### src/rtl/lbs_region_mux_pkg.sv
// lbs_mux_pkg: shared constants for the local-bus region decoder/mux.
// Control window word offsets, STATUS bit layout and error counter width.
package lbs_mux_pkg;

  // Control window word offsets relative to CTRL_BASE
  localparam logic [1:0] CTRL_ID      = 2'd0;
  localparam logic [1:0] CTRL_SCRATCH = 2'd1;
  localparam logic [1:0] CTRL_ERRCNT  = 2'd2;
  localparam logic [1:0] CTRL_STATUS  = 2'd3;

  // STATUS sticky bit indices (W1C) and irq mask position
  localparam int ST_UNMAPPED = 0;
  localparam int ST_OVERLAP  = 1;
  localparam int ST_WE_RE    = 2;
  localparam int ST_W        = 3;
  localparam int MASK_LSB    = 16;

  localparam int ERRCNT_W = 16;

  // Width of a region index; never zero so a single-region build still has a bit
  function automatic int idx_w(input int n);
    return (n > 1) ? $clog2(n) : 1;
  endfunction

endpackage

### src/rtl/lbs_region_mux_dec.sv
// lbs_region_dec: combinational region hit decode with lowest-index priority.
// Reports the one-hot winner, its index, whether anything hit, and whether
// more than one region matched the address.
module lbs_region_dec
  import lbs_mux_pkg::*;
#(
  parameter int AW       = 16,
  parameter int N_REGION = 4,
  parameter int IW       = 2,
  parameter logic [N_REGION*AW-1:0] REGION_BASE = '0,
  parameter logic [N_REGION*AW-1:0] REGION_LAST = '0
) (
  input  logic [AW-1:0]       addr,
  output logic [N_REGION-1:0] win_onehot,
  output logic [IW-1:0]       win_idx,
  output logic                any_hit,
  output logic                overlap
);

  logic [N_REGION-1:0] hit;

  // Range compare per region, then pick the lowest matching index
  always_comb begin
    logic found;
    hit     = '0;
    win_idx = '0;
    found   = 1'b0;
    for (int i = 0; i < N_REGION; i++) begin
      hit[i] = (addr >= REGION_BASE[i*AW +: AW]) && (addr <= REGION_LAST[i*AW +: AW]);
    end
    for (int i = 0; i < N_REGION; i++) begin
      if (hit[i] && !found) begin
        win_idx = IW'(i);
        found   = 1'b1;
      end
    end
    win_onehot = hit & (~hit + N_REGION'(1));
    any_hit    = |hit;
    overlap    = |(hit & ~win_onehot);
  end

endmodule

### src/rtl/lbs_region_mux.sv
// lbs_region_mux: local-bus address decoder and read-back multiplexer.
// Stage 1 registers per-region strobes/offset/wdata; stage 2 returns read data.
// Owns a 4-word control window (ID, SCRATCH, ERR_CNT, STATUS/mask).
// Optional macro LBS_MUX_ERR_CNT_EN builds the unmapped-access counter.
//
// Bus semantics: lbs_we/lbs_re are single-cycle strobes, one access per cycle,
// no back-pressure. Clients see reg_we/reg_re one cycle later, must present
// reg_rdata within that cycle; lbs_rvalid pulses with lbs_dout two cycles after lbs_re.
module lbs_region_mux
  import lbs_mux_pkg::*;
#(
  parameter int AW       = 16,
  parameter int DW       = 32,
  parameter int N_REGION = 4,
  parameter logic [N_REGION*AW-1:0] REGION_BASE = '0,
  parameter logic [N_REGION*AW-1:0] REGION_LAST = '0,
  parameter logic [AW-1:0] CTRL_BASE = 16'hFF00,
  parameter logic [DW-1:0] ID_VALUE  = 32'h4C42_5301
) (
  input  logic                   lbs_clk,
  input  logic                   rst_n,
  input  logic [AW-1:0]          lbs_addr,
  input  logic [DW-1:0]          lbs_din,
  input  logic                   lbs_we,
  input  logic                   lbs_re,
  output logic [DW-1:0]          lbs_dout,
  output logic                   lbs_rvalid,
  output logic [N_REGION-1:0]    reg_we,
  output logic [N_REGION-1:0]    reg_re,
  output logic [AW-1:0]          reg_addr,
  output logic [DW-1:0]          reg_wdata,
  input  logic [N_REGION*DW-1:0] reg_rdata,
  output logic                   err_irq
);

  localparam int IW = idx_w(N_REGION);

  logic [N_REGION-1:0] win_onehot;
  logic [IW-1:0]       win_idx;
  logic                any_hit;
  logic                overlap;

  lbs_region_dec #(
    .AW(AW), .N_REGION(N_REGION), .IW(IW),
    .REGION_BASE(REGION_BASE), .REGION_LAST(REGION_LAST)
  ) u_dec (
    .addr(lbs_addr), .win_onehot(win_onehot), .win_idx(win_idx),
    .any_hit(any_hit), .overlap(overlap)
  );

  logic          access, ctrl_hit, region_acc, unmapped, ctrl_wr;
  logic [AW-1:0] ctrl_off_full;
  logic [1:0]    ctrl_off;
  logic [AW-1:0] base_win;

  // Classify the current access; the control window takes precedence over regions
  always_comb begin
    access        = lbs_we | lbs_re;
    ctrl_off_full = lbs_addr - CTRL_BASE;
    ctrl_hit      = (ctrl_off_full < AW'(4));
    ctrl_off      = ctrl_off_full[1:0];
    region_acc    = access && !ctrl_hit && any_hit;
    unmapped      = access && !ctrl_hit && !any_hit;
    ctrl_wr       = lbs_we && ctrl_hit;
    base_win      = REGION_BASE[win_idx*AW +: AW];
  end

  logic          s1_read, s1_ctrl, s1_hit;
  logic [1:0]    s1_off;
  logic [IW-1:0] s1_idx;

  // Stage 1: client strobes, region offset, write data and read context
  always_ff @(posedge lbs_clk or negedge rst_n) begin
    if (!rst_n) begin
      reg_we    <= '0;
      reg_re    <= '0;
      reg_addr  <= '0;
      reg_wdata <= '0;
      s1_read   <= 1'b0;
      s1_ctrl   <= 1'b0;
      s1_hit    <= 1'b0;
      s1_off    <= '0;
      s1_idx    <= '0;
    end else begin
      reg_we  <= (lbs_we && region_acc) ? win_onehot : '0;
      reg_re  <= (lbs_re && region_acc) ? win_onehot : '0;
      s1_read <= lbs_re;
      if (region_acc) reg_addr <= lbs_addr - base_win;
      if (access) begin
        reg_wdata <= lbs_din;
        s1_ctrl   <= ctrl_hit;
        s1_hit    <= any_hit;
        s1_off    <= ctrl_off;
        s1_idx    <= win_idx;
      end
    end
  end

  logic [DW-1:0]       scratch;
  logic [ST_W-1:0]     status, status_set, status_clr;
  logic [ST_W-1:0]     irq_mask;
  logic [ERRCNT_W-1:0] err_cnt;

  // Sticky event sources and W1C clears; a same-cycle set overrides the clear
  always_comb begin
    status_set              = '0;
    status_set[ST_UNMAPPED] = unmapped;
    status_set[ST_OVERLAP]  = region_acc && overlap;
    status_set[ST_WE_RE]    = lbs_we && lbs_re;
    status_clr = (ctrl_wr && ctrl_off == CTRL_STATUS) ? lbs_din[ST_W-1:0] : '0;
  end

  // Control registers: SCRATCH, STATUS, irq mask and the registered irq
  always_ff @(posedge lbs_clk or negedge rst_n) begin
    if (!rst_n) begin
      scratch  <= '0;
      status   <= '0;
      irq_mask <= '1;
      err_irq  <= 1'b0;
    end else begin
      if (ctrl_wr && ctrl_off == CTRL_SCRATCH) scratch <= lbs_din;
      if (ctrl_wr && ctrl_off == CTRL_STATUS) irq_mask <= lbs_din[MASK_LSB +: ST_W];
      status  <= (status & ~status_clr) | status_set;
      err_irq <= |(status & ~irq_mask);
    end
  end

`ifdef LBS_MUX_ERR_CNT_EN
  // Saturating unmapped-access counter; any write to its word clears it
  always_ff @(posedge lbs_clk or negedge rst_n) begin
    if (!rst_n) begin
      err_cnt <= '0;
    end else if (ctrl_wr && ctrl_off == CTRL_ERRCNT) begin
      err_cnt <= '0;
    end else if (unmapped && err_cnt != '1) begin
      err_cnt <= err_cnt + 1'b1;
    end
  end
`else
  assign err_cnt = '0;
`endif

  logic [DW-1:0] ctrl_word;

  // Control window read-back word for the access held in stage 1
  always_comb begin
    ctrl_word = '0;
    case (s1_off)
      CTRL_ID:      ctrl_word = ID_VALUE;
      CTRL_SCRATCH: ctrl_word = scratch;
      CTRL_ERRCNT:  ctrl_word[ERRCNT_W-1:0] = err_cnt;
      default: begin
        ctrl_word[ST_W-1:0]          = status;
        ctrl_word[MASK_LSB +: ST_W]  = irq_mask;
      end
    endcase
  end

  // Stage 2: read data return and valid pulse
  always_ff @(posedge lbs_clk or negedge rst_n) begin
    if (!rst_n) begin
      lbs_dout   <= '0;
      lbs_rvalid <= 1'b0;
    end else begin
      lbs_rvalid <= s1_read;
      if (s1_read) begin
        if (s1_ctrl)     lbs_dout <= ctrl_word;
        else if (s1_hit) lbs_dout <= reg_rdata[s1_idx*DW +: DW];
        else             lbs_dout <= '0;
      end
    end
  end

endmodule

### config.mk
export PLATFORM = sky130hd
export DESIGN_NAME = lbs_region_mux
export DESIGN_NICKNAME = d
export VERILOG_FILES = /design/src/rtl/lbs_region_mux_pkg.sv /design/src/rtl/lbs_region_mux_dec.sv /design/src/rtl/lbs_region_mux.sv
export SDC_FILE = /design/constraint.sdc
export NUM_CORES = 1
export LEC_CHECK = 0
export ABC_AREA = 1
export BUFFER_PORTS_ARGS = -buffer_cell sky130_fd_sc_hd__buf_2
export CORE_MARGIN = 2
export CORE_UTILIZATION = 45
export DETAILED_ROUTE_END_ITERATION = 10
export GPL_ROUTABILITY_DRIVEN = 0
export GPL_TIMING_DRIVEN = 0
export HOLD_SLACK_MARGIN = 0.03
export PLACE_DENSITY = 0.84
export SYNTH_ARGS = -nofsm -noshare
export SYNTH_HDL_FRONTEND = slang
export SYNTH_SLANG_ARGS = --single-unit
### constraint.sdc
create_clock -name lbs_clk -period 1.4 [get_ports lbs_clk]
set_input_delay 0.21 -clock lbs_clk [delete_from_list [all_inputs] [get_ports lbs_clk]]
set_output_delay 0.21 -clock lbs_clk [all_outputs]
set_load 0.01 [all_outputs]
==> impl_metrics.ini <==
[timing]
hold_viol = 0
fin_crit_sh = 0.947
skew_ps = 7.68
fmax_mhz = 754
min_period_ps = 1330
rsz0062_at_grt = false
setup_viol = 0
worst_slack_ps = 74.0
drv_slew = 0
holdWs_ps = 44.4

[critical_path]
required_ps = 1750
cp_num_cells = 7
critPathTopFamily = buffers and inverters
r2r-end = lbs_dout[20]
cp-end-kind = flip-flop
crit_type = in2reg
r2r_cells = 4
worstSetupEndpoint = reg_wdata[21]
crit_path_max_fanout = 10
crit_arrival_ps = 1670
critPathBufInv = 4
max_stage_delay_ps = 530
critPathSlowestCell = dlygate4sd3_1
cp_cell_sequence = dlygate4sd3_1, buf_2, nor2_1, clkbuf_4, buf_2, nand2_1, nand2_1
critPathLaunchType = input port
rr_startpoint = s1_read
timing.critical_path.from = lbs_re
reg2reg_slack_ps = 80

[clocking]
cts.clk_slew.worst_paths_ps = 50
worstSkewPairLatency_ps = 410
htree_levels = 4
post-cts-setup-buffer-count = 0
cts.sinks = 127
clock_path_buffers = 2
cts_tree = yes
cts_buffers = 17
cts_root_buf = clkbuf_16

[global_routing]
grt_use_total = 0.233
use_met3 = 0.0462
grt_pass1_wl_um = 23600
grt_pass1_vias = 4775
met1_usage = 0.337
met2_usage = 0.351
grt.busiest_layer = met2
gr-total-overflow = 0
antenna_found_initial = 0
grt_max_degree = 98

[cells_and_area]
final_common_cell = nand2_1
layout_common_cells = 228 x nand2_1, 171 x buf_2, 122 x dfrtp_1, 41 x a21oi_1
antenna_cells = 0
final_area_um2 = 7310
fill_cells = 1031
area_delta_synth_final_pct = 34.9
drive_above_1_share = 0.292
regArea_um2 = 3180
multi_input_comb_area_um2 = 1880
final_nets = 1013

[placed_design]
place_ws_ps = -124
hpwl_um = 10700
place_area_um2 = 6490
port_buffers = 166

[die]
die_area_um2 = 12900
die_y_um = 114
ioPinCount = 270
start_util = 0.455
die_x_um = 114
core-area_um2 = 11900
rows = 40

[detailed_routing]
dr.pass1.iters = 5
dr_total_vias = 4930
drt_iter0_drc = 369
wl_per_cell_um = 14.7
avgViaCountPerCell = 4.96
wirelength_um = 14600
drc = 0
ant_nets = 0

[yosys]
synth_seq_area_share = 0.587
yosysWarnings = 0
syn_area_um2 = 5420
avgSynthCellArea_um2 = 8.68
synth_cells = 625
synth_seq_cells = 127
synthDistinctLibCells = 28

[run]
max_cap_violations = 0

[pwr]
max-vdd-ir-drop_uv = 704
leakagePower_nw = 4.08
powerDensity_nw_per_um2 = 1270

[run_status]
status = finished clean

[worst_hold_path]
hp-class = in2reg
min_from = lbs_din[3]
through the flow:
stage | util | total power [mW] | TNS [ps] | std cells
finish | 0.614 | 9.32 | 0 | 993
global route | 0.614 | 9.66 | 0 | 993
CTS | 0.611 | 9.37 | 0 | 993
detailed placement | 0.545 | 4.81 | -1640 | 944
global placement | 0.542 | 4.78 | -185890 | 943
floorplan | - | 4.34 | 0 | 630
timing repair:
item | 4_1_cts | 5_1_grt
hold endpoints to repair | 47 | 0
gates resized for setup | 9 | 20
hold buffers | 17 | 0
endpoints found under the setup margin | 21 | 60
where the power goes:
| group | total (mW) | switching (mW) | internal [mW] |
|---|---|---|---|
| combinational | 0.890 | 0.542 | 0.349 |
| sequential | 3.91 | 0.0865 | 3.82 |
| clock | 4.52 | 1.56 | 2.97 |
layer usage:
layer,up-vias,wire length (µm)
met5,-,0
met4,0,224
met2,184,6680
met3,20,857
met1,2285,6850
li1,2441,-
flip-flops by register name (all words and copies together) (netlist names):
register,cells
s1_ctrl,1
s1_off,2
reg_re,1
err_irq,1
status,3
reg_addr,16
lbs_dout,32
reg_wdata,32
scratch,32
s1_hit,1
reg_we,1
lbs_rvalid,1
irq_mask,3
s1_read,1
layout make-up:
cell class              instances  share of cell area
flip-flops and latches        127               0.435
multi-input cells             420               0.257
repair buffers                184               0.141
clock buffers                  21              0.0602
plain buffers                  43              0.0378
well taps                     147              0.0251
clock inverters                11              0.0226
inverters                      40              0.0205
cell usage after synthesis (all sizes together):
cell / number / area, µm²
buf: 31 / 190
o21ai: 18 / 90.1
nor3: 2 / 15.0
a21oi: 42 / 210
nand2: 230 / 868
o211ai: 1 / 7.51
a31oi: 8 / 50.1
dfstp: 3 / 78.8
a22oi: 4 / 30.0
dfrtp: 124 / 3100
inv: 40 / 150
nor2: 41 / 175
nand4: 38 / 238
and3: 1 / 6.26
or2: 1 / 6.26
conb: 1 / 3.75
o221ai: 1 / 8.76
clkbuf: 12 / 45.0
nand3: 27 / 148
worst min path at each step:
| stage | to | cells past startpoint |
|---|---|---|
| 2_1_floorplan | err_irq | 0 |
| 3_3_place_gp | s1_read | 1 |
| 3_5_place_dp | lbs_dout[28] | 1 |
| 4_1_cts | reg_wdata[27] | 3 |
| 5_1_grt | reg_wdata[21] | 3 |
| 6_report | reg_wdata[3] | 3 |
worst register-to-register path, delay by kind of cell, from the launching register on:
kind,cells,cell delay [ps]
buf+inv,2,630
flops,1,380
compound gates,1,120
simple gates,1,100
cells by family (layout without fill, tap and decap cells):
| family | Yosys count | count (layout) | synth area share |
|---|---|---|---|
| buffers and inverters | 83 | 299 | 0.0710 |
| AO/OA/AOI/OAI | 74 | 74 | 0.0731 |
| other | 1 | 6 | 0.000691 |
| flip-flops | 127 | 127 | 0.587 |
| AND/OR/NAND/NOR | 340 | 340 | 0.269 |
Note: power is estimated with default switching activity, not from simulation.
